$ cat src/rtl/maze_neighbor_probe_pkg.sv
// Shared definitions for the maze neighbour probe: default geometry,
// direction codes, FSM state encodings and the wall polarity.
// Optional feature macro: MAZE_PROBE_MARK_VISITED_EN (see maze_neighbor_probe.sv).
package maze_neighbor_probe_pkg;

  localparam int SIZE_DEF  = 16;
  localparam int ADR_W_DEF = 4;

  // A memory bit of 1 means the cell is a wall / blocked.
  localparam logic WALL = 1'b1;

  // Probe order is the numeric order of these codes.
  typedef enum logic [1:0] {
    DIR_UP    = 2'd0,
    DIR_RIGHT = 2'd1,
    DIR_DOWN  = 2'd2,
    DIR_LEFT  = 2'd3
  } dir_t;

  typedef enum logic [2:0] {
    ST_IDLE   = 3'd0,
    ST_SETUP  = 3'd1,
    ST_STROBE = 3'd2,
    ST_SAMPLE = 3'd3,
    ST_MARK   = 3'd4,
    ST_DONE   = 3'd5
  } state_t;

  // Unsigned range test used for every bounds decision on coordinates.
  function automatic logic inRange(input int unsigned value, input int unsigned limit);
    return value < limit;
  endfunction

endpackage

$ cat src/rtl/maze_neighbor_probe_if.sv
// Bundle of the probe request/response handshake and the maze memory pins.
// slave  : the probe itself (takes requests, drives the memory).
// master : the rat controller / memory side that talks to the probe.
interface maze_neighbor_probe_if
  import maze_neighbor_probe_pkg::*;
#(
  parameter int ADR_W = ADR_W_DEF
);

  logic             req;
  logic [ADR_W-1:0] curX;
  logic [ADR_W-1:0] curY;
  logic             busy;
  logic             done;
  logic [3:0]       wallMask;
  logic [ADR_W-1:0] adrX;
  logic [ADR_W-1:0] adrY;
  logic             read;
  logic             write;
  logic             memWrData;
  logic             memRdData;

  modport master (
    output req, curX, curY, memRdData,
    input  busy, done, wallMask, adrX, adrY, read, write, memWrData
  );

  modport slave (
    input  req, curX, curY, memRdData,
    output busy, done, wallMask, adrX, adrY, read, write, memWrData
  );

endinterface

$ cat src/rtl/maze_neighbor_probe_addr.sv
// Neighbour address generator: given a cell and a direction, produce the
// neighbouring cell and whether it lies inside the SIZE x SIZE maze.
// A cell that is itself outside the maze never has an in-bounds neighbour,
// so no memory access can be derived from a bad request coordinate.
module maze_neighbor_probe_addr
  import maze_neighbor_probe_pkg::*;
#(
  parameter int SIZE  = SIZE_DEF,
  parameter int ADR_W = ADR_W_DEF
)
(
  input  logic [ADR_W-1:0] i_x,
  input  logic [ADR_W-1:0] i_y,
  input  dir_t             i_dir,
  output logic [ADR_W-1:0] o_nx,
  output logic [ADR_W-1:0] o_ny,
  output logic             o_inBounds
);

  logic w_cellOk;

  assign w_cellOk = inRange(32'(i_x), SIZE) && inRange(32'(i_y), SIZE);

  // Step one cell in the requested direction, refusing to cross any maze edge.
  always_comb begin
    o_nx       = i_x;
    o_ny       = i_y;
    o_inBounds = 1'b0;
    if (w_cellOk) begin
      case (i_dir)
        DIR_UP: begin
          if (i_y != '0) begin
            o_ny       = i_y - ADR_W'(1);
            o_inBounds = 1'b1;
          end
        end
        DIR_RIGHT: begin
          if (inRange(32'(i_x) + 32'd1, SIZE)) begin
            o_nx       = i_x + ADR_W'(1);
            o_inBounds = 1'b1;
          end
        end
        DIR_DOWN: begin
          if (inRange(32'(i_y) + 32'd1, SIZE)) begin
            o_ny       = i_y + ADR_W'(1);
            o_inBounds = 1'b1;
          end
        end
        DIR_LEFT: begin
          if (i_x != '0) begin
            o_nx       = i_x - ADR_W'(1);
            o_inBounds = 1'b1;
          end
        end
        default: ;
      endcase
    end
  end

endmodule

$ cat src/rtl/maze_neighbor_probe.sv
// Maze neighbour probe: reads the four neighbours of a cell from the maze
// memory (up, right, down, left) and returns a wall mask to the rat FSM.
// Each in-bounds direction takes an address setup cycle, a one-cycle read
// strobe and a sample cycle; an out-of-bounds direction is marked as a wall
// in a single cycle without touching memory.
// Optional feature macro: MAZE_PROBE_MARK_VISITED_EN -- when defined, the
// probed cell is written to 1 (visited/blocked) after the last direction.
module maze_neighbor_probe
  import maze_neighbor_probe_pkg::*;
#(
  parameter int SIZE  = SIZE_DEF,
  parameter int ADR_W = ADR_W_DEF
)
(
  input logic               clk,
  input logic               rst,
  maze_neighbor_probe_if.slave bus
);

  state_t           r_state;
  dir_t             r_dir;
  logic [ADR_W-1:0] r_x;
  logic [ADR_W-1:0] r_y;
  logic [ADR_W-1:0] r_adrX;
  logic [ADR_W-1:0] r_adrY;
  logic [3:0]       r_mask;
  logic             r_busy;
  logic             r_done;
  logic             r_read;

  logic [ADR_W-1:0] w_nx;
  logic [ADR_W-1:0] w_ny;
  logic             w_inBounds;
  logic             w_lastDir;
  dir_t             w_nextDir;
  state_t           w_finalState;

  maze_neighbor_probe_addr #(
    .SIZE  (SIZE),
    .ADR_W (ADR_W)
  ) u_addr (
    .i_x        (r_x),
    .i_y        (r_y),
    .i_dir      (r_dir),
    .o_nx       (w_nx),
    .o_ny       (w_ny),
    .o_inBounds (w_inBounds)
  );

  assign w_lastDir = (r_dir == DIR_LEFT);
  assign w_nextDir = dir_t'(r_dir + 2'd1);

`ifdef MAZE_PROBE_MARK_VISITED_EN
  logic r_write;
  logic r_memWrData;
  logic w_markOk;

  // Only mark a cell that actually exists in the maze.
  assign w_markOk     = inRange(32'(r_x), SIZE) && inRange(32'(r_y), SIZE);
  assign w_finalState = ST_MARK;
  assign bus.write     = r_write;
  assign bus.memWrData = r_memWrData;
`else
  assign w_finalState = ST_DONE;
  assign bus.write     = 1'b0;
  assign bus.memWrData = 1'b0;
`endif

  // Probe sequencer: latches the request, walks the four directions, and owns every registered output.
  always_ff @(posedge clk) begin
    if (rst) begin
      r_state <= ST_IDLE;
      r_dir   <= DIR_UP;
      r_x     <= '0;
      r_y     <= '0;
      r_adrX  <= '0;
      r_adrY  <= '0;
      r_mask  <= '0;
      r_busy  <= 1'b0;
      r_done  <= 1'b0;
      r_read  <= 1'b0;
`ifdef MAZE_PROBE_MARK_VISITED_EN
      r_write     <= 1'b0;
      r_memWrData <= 1'b0;
`endif
    end else begin
      case (r_state)
        ST_IDLE: begin
          r_done <= 1'b0;
          r_busy <= 1'b0;
          if (bus.req) begin
            r_x     <= bus.curX;
            r_y     <= bus.curY;
            r_dir   <= DIR_UP;
            r_mask  <= '0;
            r_busy  <= 1'b1;
            r_state <= ST_SETUP;
          end
        end
        ST_SETUP: begin
          if (w_inBounds) begin
            r_adrX  <= w_nx;
            r_adrY  <= w_ny;
            r_state <= ST_STROBE;
          end else begin
            r_mask[r_dir] <= WALL;
            r_dir         <= w_nextDir;
            r_state       <= w_lastDir ? w_finalState : ST_SETUP;
          end
        end
        ST_STROBE: begin
          r_read  <= 1'b1;
          r_state <= ST_SAMPLE;
        end
        ST_SAMPLE: begin
          r_read        <= 1'b0;
          r_mask[r_dir] <= bus.memRdData;
          r_dir         <= w_nextDir;
          r_state       <= w_lastDir ? w_finalState : ST_SETUP;
        end
`ifdef MAZE_PROBE_MARK_VISITED_EN
        ST_MARK: begin
          if (w_markOk) begin
            r_adrX      <= r_x;
            r_adrY      <= r_y;
            r_write     <= 1'b1;
            r_memWrData <= 1'b1;
          end
          r_state <= ST_DONE;
        end
`endif
        ST_DONE: begin
`ifdef MAZE_PROBE_MARK_VISITED_EN
          r_write     <= 1'b0;
          r_memWrData <= 1'b0;
`endif
          r_done  <= 1'b1;
          r_state <= ST_IDLE;
        end
        default: begin
          r_read  <= 1'b0;
          r_state <= ST_IDLE;
        end
      endcase
    end
  end

  assign bus.busy     = r_busy;
  assign bus.done     = r_done;
  assign bus.wallMask = r_mask;
  assign bus.adrX     = r_adrX;
  assign bus.adrY     = r_adrY;
  assign bus.read     = r_read;

endmodule
$ cat src/flat_wrapper.sv
// flat-port wrapper written by rule: the top's interface ports become plain ports
module maze_neighbor_probe_flat import maze_neighbor_probe_pkg::*;
#(
  parameter int SIZE  = SIZE_DEF,
  parameter int ADR_W = ADR_W_DEF
)
  (clk, rst, bus_req, bus_curX, bus_curY, bus_memRdData, bus_busy, bus_done, bus_wallMask, bus_adrX, bus_adrY, bus_read, bus_write, bus_memWrData);
  maze_neighbor_probe_if #(.ADR_W(ADR_W)) bus_i ();
  input logic clk;
  input logic rst;
  input wire logic [$bits(bus_i.req)-1:0] bus_req;
  input wire logic [$bits(bus_i.curX)-1:0] bus_curX;
  input wire logic [$bits(bus_i.curY)-1:0] bus_curY;
  input wire logic [$bits(bus_i.memRdData)-1:0] bus_memRdData;
  output wire logic [$bits(bus_i.busy)-1:0] bus_busy;
  output wire logic [$bits(bus_i.done)-1:0] bus_done;
  output wire logic [$bits(bus_i.wallMask)-1:0] bus_wallMask;
  output wire logic [$bits(bus_i.adrX)-1:0] bus_adrX;
  output wire logic [$bits(bus_i.adrY)-1:0] bus_adrY;
  output wire logic [$bits(bus_i.read)-1:0] bus_read;
  output wire logic [$bits(bus_i.write)-1:0] bus_write;
  output wire logic [$bits(bus_i.memWrData)-1:0] bus_memWrData;
  assign bus_i.req = bus_req;
  assign bus_i.curX = bus_curX;
  assign bus_i.curY = bus_curY;
  assign bus_i.memRdData = bus_memRdData;
  assign bus_busy = bus_i.busy;
  assign bus_done = bus_i.done;
  assign bus_wallMask = bus_i.wallMask;
  assign bus_adrX = bus_i.adrX;
  assign bus_adrY = bus_i.adrY;
  assign bus_read = bus_i.read;
  assign bus_write = bus_i.write;
  assign bus_memWrData = bus_i.memWrData;
  maze_neighbor_probe #(.SIZE(SIZE), .ADR_W(ADR_W)) u_core (.clk(clk), .rst(rst), .bus(bus_i));
endmodule
$ cat config.mk
export PLATFORM = sky130hd
export DESIGN_NAME = maze_neighbor_probe_flat
export DESIGN_NICKNAME = d
export VERILOG_FILES = /design/src/rtl/maze_neighbor_probe_pkg.sv /design/src/rtl/maze_neighbor_probe_if.sv /design/src/rtl/maze_neighbor_probe_addr.sv /design/src/rtl/maze_neighbor_probe.sv /design/src/flat_wrapper.sv
export SDC_FILE = /design/constraint.sdc
export NUM_CORES = 1
export LEC_CHECK = 0
export ABC_AREA = 1
export BUFFER_PORTS_ARGS = -buffer_cell sky130_fd_sc_hd__buf_2
export CAP_MARGIN = 20
export CORE_ASPECT_RATIO = 0.7
export CORE_MARGIN = 2
export CORE_UTILIZATION = 25
export CTS_CLUSTER_DIAMETER = 80
export DETAILED_ROUTE_END_ITERATION = 16
export GPL_TIMING_DRIVEN = 0
export PLACE_DENSITY = 0.44
export SLEW_MARGIN = 30
export SYNTH_ARGS = -nofsm -noshare
export SYNTH_HDL_FRONTEND = slang
export SYNTH_SLANG_ARGS = --single-unit
$ cat constraint.sdc
create_clock -name clk -period 2.4 [get_ports clk]
set_input_delay 0.48 -clock clk [delete_from_list [all_inputs] [get_ports clk]]
set_output_delay 0.48 -clock clk [all_outputs]
set_load 0.01 [all_outputs]
==> flow_metrics.tcl, run 1 <==
set metrics [dict create \
    finalWorstSetupSlack_ns 0.6387 \
    finalWirelength_mm 4.608 \
    dp_slack_ns 0.6377 \
    area_growth_pct 17.89 \
    critPathMaxFanout 9 \
    layout.nets 299 \
    yosysUniqueCellTypes 34 \
    root_buffer "clkbuf_8" \
    setup_viol 0 \
    place_inst 368 \
    antenna_left 0 \
    grt.total_usage_pct 12.68 \
    cts_tree "yes" \
    cts_buffers 3 \
    cts_sinks 28 \
    vdd.ir_drop.worst_mv 0.3612 \
    fmaxAchievable_mhz 567.8 \
    required_ns 2.58 \
    yosys_warnings 0 \
    syn_inst 248 \
    cts-hold-fix-buffers 0 \
    avgSynthCellArea_sq_um 7.164 \
    cts.clk_slew.worst_paths_ns 0.11 \
    grt-ovfl-total 0 \
    core_area_sq_um 6819 \
    skew_ns 0.006040 \
    leakage_uw 0.0009440 \
    drt_iter0_drc 73 \
    die_y_um 74.53 \
    outcome "finished, final reports clean" \
    final.setup.tns_ns 0 \
    slew_viol_final 0 \
    cap_violations 0 \
    start_util_pct 26.06 \
    synth_area_sq_um 1777 \
    synth_top_area_cell "dfxtp_1" \
    cts_max_level 1 \
    grt_pass1_vias 1474 \
    ios 29 \
    hold_viol 0 \
    drive_gt1_share_pct 28.78 \
    postCtsSetupBuffers 0 \
    yosys.area.top_type_share_pct 31.55 \
    viasPerCell 4.417 \
    fin_cells 372 \
    crit_arrival_ns 1.94 \
    hold_path_class "primary input to flop" \
    synth_edf_count 0 \
    ys.flop_type "dfxtp_1" \
    first_pass_iters 4 \
    whs_ns 0.4622 \
    drcViolationCount 0 \
    post_cts_resize_count 0 \
    wl_per_cell_um 12.39 \
    synth_area_leaders "dfxtp_1, nand2_1, nand3_1" \
    antenna_found_initial 0 \
    powerDensity_nw_per_um2 975.3 \
    diodes 0 \
    die_area_sq_um 7808 \
    fin_crit_ns 1.761 \
    end_kind "flop" \
    critPathLaunchType "flop" \
    grt_pass1_wl_mm 7.645 \
    io_buffers 25 \
    hpwl_mm 3.668 \
    clock_latency_ns 0.29 \
    worstSetupPathType "flop to flop" \
    gp_congestion 0.8031 \
    final_cell_area_sq_um 2095 \
    vias 1643 \
    rsz0062_at_grt "no" \
    yosysMostFrequentCell "nand2_1" \
    async_reset_ff_share_pct 0 \
    ys_seq_area_share_pct 31.55 \
    grt_max_degree 17 \
    timing.final.crit_share_pct 73.39 \
    ys_ff_latch 28 \
    clockBufferDepth 2 \
    place_area_sq_um 2023 \
    synth_common_cells "nand2_1, dfxtp_1, nor2_1, nand3_1, inv_1" \
    die_w_um 104.8 \
    fp-row-count 25 \
]
-- where the power goes --
group          internal (uW)  switching (uW)
Clock                    224             171
Combinational            354             643
Sequential               560            91.5
-- state kept, by name (all words and copies together), names as in the netlist --
register             count
u_core.bus.read          1
u_core.r_y               4
u_core.bus.done          1
u_core.r_x               4
u_core.r_dir             2
u_core.bus.wallMask      4
u_core.bus.adrY          4
u_core.bus.busy          1
u_core.bus.adrX          4
u_core.r_state           3
-- routing by layer --
layer	vias to the layer above	wire [um]	global-route usage (%)	share of wire, %
li1	876	-	-	-
met1	723	2721	20.17	59
met2	42	1615	17.17	35
met3	2	249	3.330	5.4
met4	0	21	1.333	0.46
met5	-	0	0	0
-- final timing paths --
| path | start | to | slack [ns] | cells after the start |
|---|---|---|---|---|
| setup / recovery | u_core.r_dir[0] | u_core.bus.wallMask[3] | 0.64 | 8 |
| setup reg to reg | u_core.r_dir[0] | u_core.bus.wallMask[3] | 0.64 | 8 |
| hold / removal | bus_curY[2] | u_core.r_y[2] | 0.46 | 3 |
| hold reg to reg | u_core.bus.busy | u_core.bus.busy | 0.46 | 2 |
-- worst max-delay path: stages (launching register included) --
cell and delay, ns:
dfxtp_1 0.44, inv_1 0.09, ha_1 0.30, nand2_1 0.23, nand4_2 0.17, nand3_4 0.15, nand2_2 0.12, nand2_1 0.09
a21oi_2 0.05
-- per-stage QoR --
step	utilization, %	total power, uW
floorplan	-	1402
global placement	29.67	1663
detailed placement	29.67	1663
CTS	30.72	2061
global route	30.72	2217
finish	30.72	2043
-- cell usage in the layout, fill, tap and decap left out --
| master | n |
|---|---|
| nand2_1 | 42 |
| buf_2 | 28 |
| dfxtp_1 | 28 |
| nor2_1 | 26 |
| nand3_1 | 22 |
| inv_1 | 20 |
| o21ai_0 | 17 |
| a21oi_1 | 15 |
| nand2_2 | 10 |
| nor2_2 | 9 |
| ha_1 | 8 |
| o211ai_1 | 7 |
| inv_2 | 5 |
| a21oi_2 | 5 |
| nand3_2 | 3 |
| buf_4 | 3 |
| nor3_1 | 3 |
| or2_2 | 3 |
| clkbuf_8 | 3 |
| nand2_4 | 2 |
| xnor2_1 | 2 |
| o22ai_1 | 2 |
| conb_1 | 2 |
| nand4_2 | 1 |
| nand4_1 | 1 |
| nand3_4 | 1 |
| o21ai_2 | 1 |
| a31oi_1 | 1 |
| clkinv_2 | 1 |
| nand2_8 | 1 |
| xor2_1 | 1 |
| inv_8 | 1 |
| or2_1 | 1 |
| nor3_2 | 1 |
| o221a_2 | 1 |
| bufinv_16 | 1 |
-- layout make-up --
cell class	instances	area [sq um]
Fill cell	802	4725
Inverter	27	110.1
Clock buffer	3	41.29
Clock inverter	1	30.03
Multi-Input combinational cell	188	1072
Sequential cell	28	560.5
Tap cell	94	117.6
Buffer	6	37.54
Timing Repair Buffer	25	125.1
-- logic make-up after synthesis --
kind of cell               after synthesis  synth area share (%)
AOI/OAI and AO/OA                       49                 16.62
xor gates and xnor gates                 3                 1.479
adders and majority gates                8                 5.634
buffers and inverters                   33                 8.309
DFF                                     28                 31.55
other                                    1                0.2111
and+or+nand+nor                        126                 36.20
No activity file was read; power rests on OpenSTA's default activity.
==> run 2, diff against run 1 <==
--- a/config.mk
+++ b/config.mk
@@ -14,7 +14,7 @@
 export CTS_CLUSTER_DIAMETER = 80
 export DETAILED_ROUTE_END_ITERATION = 16
 export GPL_TIMING_DRIVEN = 0
-export PLACE_DENSITY = 0.44
+export PLACE_DENSITY = 0.45
 export SLEW_MARGIN = 30
 export SYNTH_ARGS = -nofsm -noshare
 export SYNTH_HDL_FRONTEND = slang
==> constraint.sdc (replaced) <==
create_clock -name clk -period 1.5 [get_ports clk]
set_input_delay 0.3 -clock clk [delete_from_list [all_inputs] [get_ports clk]]
set_output_delay 0.3 -clock clk [all_outputs]
set_load 0.01 [all_outputs]
==> run 2 against run 1 <==
Effect of this change: clock power grew 55%; critical path depth up 2; via count rose by 1.9%; critical path type unchanged; register-to-register slack worse by 0.61 ns; total power is 75% higher.
==> flow_metrics.tcl, run 2 (synthesis gave the netlist of run 1 again) <==
set metrics [dict create \
    outcome "finished, final reports clean" \
    leakage_uw 0.0009777 \
    required_ns 1.68 \
    critPathSlowestCell "dfxtp_4" \
    clock_power_share_pct 17.2 \
    drcViolationCount 0 \
    fp-row-count 25 \
    clock_latency_ns 0.28 \
    grt_pass1_wl_mm 7.907 \
    worstSetupPathType "flop to flop" \
    final_common_cell "nand2_1" \
    viasPerCell 4.440 \
    crit_arrival_ns 1.66 \
    hpwl_mm 3.513 \
    cts_buffers 3 \
    critPathMaxFanout 9 \
    start_util_pct 26.06 \
    cap_violations 0 \
    core_area_sq_um 6819 \
    first_pass_iters 4 \
    grt_pass1_vias 1568 \
    cts_sinks 28 \
    timing.rr.start "u_core.r_x[1]" \
    end_kind "flop" \
    drt_iter0_drc 110 \
    diodes 0 \
    pwr-share-seq_pct 30.8 \
    grt.total_usage_pct 12.84 \
    grt-ovfl-total 0 \
    utilization_pct 33.82 \
    skew_ns 0.007544 \
    gp_congestion 0.8141 \
    timing.final.crit_share_pct 98.17 \
    antenna_found_initial 0 \
    critPathLaunchType "flop" \
    area_growth_pct 29.79 \
    cts-hold-fix-buffers 0 \
    io_buffers 25 \
    wl_per_cell_um 12.42 \
    hold_path_class "primary input to flop" \
    root_buffer "clkbuf_8" \
    die_y_um 74.53 \
    clockBufferDepth 2 \
    power.internal_uw 2003 \
    vdd.ir_drop.worst_mv 0.5999 \
    fin_crit_ns 1.473 \
    path_cells "ha_2, nand3_2, nand2_4, nand3_2, nand2_2, nand2_4, nand2_8, inv_8, nor2_1, nor2_1" \
    finalWorstSetupSlack_ns 0.02745 \
    cts_tree "yes" \
    min-delay-start "bus_curY[2]" \
    finalWirelength_mm 4.684 \
    cp_top_family "simple AND/OR/NAND/NOR gates" \
    drive_gt1_share_pct 42.05 \
    crit_path_max_incr_delay_ns 0.39 \
    final_cell_mix "nand2_1, buf_2, nor2_1" \
    antenna_left 0 \
    powerDensity_nw_per_um2 1552 \
    layout.nets 304 \
    fill_cells 756 \
    crit_start "u_core.r_x[1]" \
    combPwrFrac_pct 52.1 \
    vias 1674 \
    die_area_sq_um 7808 \
    hold_viol 0 \
    whs_ns 0.2871 \
    rsz0062_at_grt "yes" \
    die_w_um 104.8 \
    ios 29 \
    swShare_pct 44.04 \
    p_switching_uw 1576 \
    setup_viol 0 \
    cts.clk_slew.worst_paths_ns 0.11 \
    dp_slack_ns -0.2411 \
    path_buf_inv 1 \
    fmaxAchievable_mhz 679.1 \
    slew_viol_final 0 \
    cts_max_level 1 \
    grt_max_degree 17 \
]
## run 2: changes by cell type in the layout (fill, tap and decap cells not counted), moves of 4 or more
| cell | delta |
|---|---|
| buf_4 | +5 |
| dfxtp_1 | -10 |
| dfxtp_2 | +5 |
| dfxtp_4 | +5 |
| ha_1 | -8 |
| ha_4 | +6 |
| inv_1 | -9 |
| inv_2 | +5 |
| inv_4 | +4 |
| nand3_2 | +4 |
## run 2: path summary, 6_finish.rpt
kind | end | slack (ns) | cells past startpoint
worst max register to register | u_core.bus.adrX[2] | 0.03 | 10
worst min-delay path | u_core.r_y[2] | 0.29 | 3
worst min register to register | u_core.bus.busy | 0.47 | 2
worst max-delay path | u_core.bus.adrX[2] | 0.03 | 10
## run 2: metrics by stage
stage	cells	area [sq um]	setup TNS [ns]	total power, uW
floorplan	249	1780	0	2243
detailed placement	368	2023	-3.004	2653
CTS	374	2193	-0.02391	3467
global route	377	2306	-0.4565	3877
global placement	368	2023	-2.908	2656
finish	377	2306	0	3579
## run 2: area by class of cell
class	instances	area, sq um	share of cell area, %
Tap cell	94	117.6	5.100
Clock buffer	3	41.29	1.791
Timing Repair Buffer	30	162.7	7.054
Sequential cell	28	585.6	25.39
Clock inverter	1	30.03	1.302
Multi-Input combinational cell	189	1216	52.74
Inverter	27	120.1	5.209
Buffer	5	32.53	1.411
## run 2: metal layers
metal | up-vias | wire length [um] | global-route usage [%] | share of wire (%)
li1 | 895 | - | - | -
met1 | 735 | 2742 | 19.83 | 59
met2 | 42 | 1696 | 18.54 | 36
met3 | 2 | 230 | 2.980 | 4.9
met4 | 0 | 14 | 1.333 | 0.30
met5 | - | 0 | 0 | 0
## run 2: power groups by stage
| stage | Sequential (uW) | Combinational (uW) | Clock (uW) |
|---|---|---|---|
| finish | 1100 | 1860 | 614 |
| global route | 1130 | 2080 | 662 |
| detailed placement | 1060 | 1590 | 0 |
| global placement | 1060 | 1600 | 0 |
| floorplan | 1070 | 1170 | 0 |
| CTS | 1070 | 1760 | 635 |
## run 2: worst min-delay path, stage by stage
cell and delay (ns):
buf_2 0.07, o21ai_0 0.07, a21oi_1 0.10
## run 2: timing repair
item	in CTS	in global routing
cloned	1	0
resized for setup	29	25
endpoints found under the setup margin	25	22
pin swaps	5	7
buffers inserted	1	4
==> run 3, diff against run 2 <==
--- a/config.mk
+++ b/config.mk
@@ -10,11 +10,11 @@
 export CAP_MARGIN = 20
 export CORE_ASPECT_RATIO = 0.7
 export CORE_MARGIN = 2
-export CORE_UTILIZATION = 25
+export CORE_UTILIZATION = 50
 export CTS_CLUSTER_DIAMETER = 80
 export DETAILED_ROUTE_END_ITERATION = 16
 export GPL_TIMING_DRIVEN = 0
-export PLACE_DENSITY = 0.45
+export PLACE_DENSITY = 0.77
 export SLEW_MARGIN = 30
 export SYNTH_ARGS = -nofsm -noshare
 export SYNTH_HDL_FRONTEND = slang
==> run 3 against run 2 <==
Effect of this change: clock power is 34% lower; non-clock buffer count is 5 higher; sequential power hardly changed; cell count is 10% lower; the flow now finishes with violations (negative setup slack); core utilization is 33 points higher; flip-flop and latch count stayed put; fmax is 6.0% lower; worst setup slack worse by 0.095 ns; via count is 8.4% higher; routed wire length is 4.7% higher; sequential share of layout area is 0.24 points lower; worst hold slack better by 0.0055 ns.
==> flow_metrics.tcl, run 3 (synthesis gave the netlist of run 1 again) <==
set metrics [dict create \
    outcome "complete, but fails checks" \
    violations "negative setup slack" \
    final_cell_mix "nand2_1, buf_2, nor2_1" \
    fin_crit_ns 1.567 \
    regToRegEndpoint "u_core.bus.adrY[2]" \
    place_area_sq_um 1968 \
    crit_path_max_incr_delay_ns 0.38 \
    grt_pass1_vias 1416 \
    grt_max_degree 15 \
    die_w_um 75.25 \
    clockBufferDepth 2 \
    ios 29 \
    final_cell_area_sq_um 2313 \
    cts_sinks 28 \
    viasPerCell 5.370 \
    final_common_cell "nand2_1" \
    setup_viol 13 \
    finalPower_uw 3599 \
    min-delay-start "bus_curY[3]" \
    cts_max_level 1 \
    timing.rr.start "u_core.r_y[0]" \
    timing.final.crit_share_pct 104.5 \
    drive_gt1_share_pct 44.10 \
    clock_latency_ns 0.28 \
    vdd.ir_drop.worst_mv 0.8797 \
    reg2reg_slack_ns -0.07 \
    powerDensity_nw_per_um2 1556 \
    hpwl_mm 3.063 \
    drt_iter0_drc 122 \
    whs_path_depth 3 \
    worst-r2r-cell-count 10 \
    wl_per_cell_um 14.51 \
    fmaxAchievable_mhz 638.1 \
    cap_violations 0 \
    required_ns 1.67 \
    diodes 0 \
    dp_slack_ns -0.1686 \
    vias 1815 \
    root_buffer "clkbuf_8" \
    antenna_left 0 \
    cts.clk_slew.worst_paths_ns 0.09 \
    finalWorstSetupSlack_ns -0.06713 \
    utilization_pct 66.70 \
    critPathLaunchType "flop" \
    antenna_found_initial 0 \
    drcViolationCount 0 \
    first_pass_iters 5 \
    critPathSlowestCell "dfxtp_4" \
    fp-row-count 18 \
    slew_viol_final 0 \
    start_util_pct 51.23 \
    gp_congestion 0.8670 \
    hold_path_class "primary input to flop" \
    die_area_sq_um 4054 \
    end_kind "flop" \
    min_to "u_core.r_y[3]" \
    die_y_um 53.88 \
    fin_cells 338 \
    cts_tree "yes" \
    finalWirelength_mm 4.904 \
    leakage_uw 0.001010 \
    critPathMaxFanout 7 \
    grt.total_usage_pct 22.51 \
    cts-hold-fix-buffers 0 \
    cts_buffers 3 \
    skew_ns 0.007540 \
    grt-ovfl-total 0 \
    layout.nets 310 \
    core_area_sq_um 3468 \
    io_buffers 25 \
    grt_pass1_wl_mm 6.727 \
    crit_arrival_ns 1.74 \
    path_cells "ha_2, nand3_2, nand2_4, nand3_2, nand2_2, nand2_4, nand2_8, clkinv_8, nor2_1, nor2_1" \
    rsz0062_at_grt "yes" \
    place_inst 324 \
    hold_viol 0 \
    worstSetupPathType "flop to flop" \
    area_growth_pct 30.21 \
]
==> run 3: cell types whose count changed in the layout (fill, tap and decap cells not counted), moves of 3 or more <==
cell / change
dfxtp_2: -3
dfxtp_1: +3
nand3_1: -4
buf_4: +3
inv_4: -3
nand3_2: +3
==> run 3: how the worst max path moves through the flow <==
stage | startpoint | end | slack, ns
floorplan | u_core.r_dir[0] | u_core.bus.adrX[0] | 0.05
global placement | u_core.r_dir[0] | u_core.bus.wallMask[1] | -0.13
detailed placement | u_core.r_dir[0] | u_core.bus.wallMask[3] | -0.17
CTS | u_core.r_dir[0] | u_core.bus.adrY[1] | -0.008
global route | u_core.r_y[0] | u_core.bus.adrY[1] | -0.14
finish | u_core.r_y[0] | u_core.bus.adrY[2] | -0.07
==> run 3: per-stage QoR <==
stage | TNS (ns) | hold slack [ns]
final | -0.4418 | 0.2926
after floorplan | 0 | 0.4830
after detailed placement | -1.980 | 0.4524
after CTS | -0.008298 | 0.2981
after global placement | -1.446 | 0.4479
after global routing | -1.524 | 0.3241
==> run 3: report_power, final <==
part | internal (uW) | switching, uW
combinational | 829 | 1270
sequential | 913 | 179
clock | 181 | 227
total | 1920 | 1680
==> run 3: final cells by class <==
type	instances	area (sq um)
Buffer	6	40.04
Timing Repair Buffer	34	196.4
Timing Repair inverter	1	8.758
Fill cell	300	1155
Clock buffer	3	41.29
Multi-Input combinational cell	189	1261
Tap cell	50	62.56
Sequential cell	28	581.8
Inverter	27	121.4
==> run 3: per-layer routing <==
metal  wire, um  global-route usage, %  vias up
li1           -                      -      900
met4        108                  7.602        0
met5          0                      0        -
met1       2326                  33.45      817
met2       2152                  32.16       84
met3        316                  4.682       14
==> run 3: what timing repair did <==
item,4_1_cts,5_1_grt
pin swaps,3,16
gates resized for setup,25,37
setup endpoints to repair,16,16
cloned,1,1
buffers inserted,2,7
==> run 3: critical path, delay by kind of cell (launching register included) <==
family	cells	cell delay, ns
adders and majority gates	1	0.20
DFF	1	0.38
and+or+nand+nor	8	0.79
buffers and inverters	1	0.07
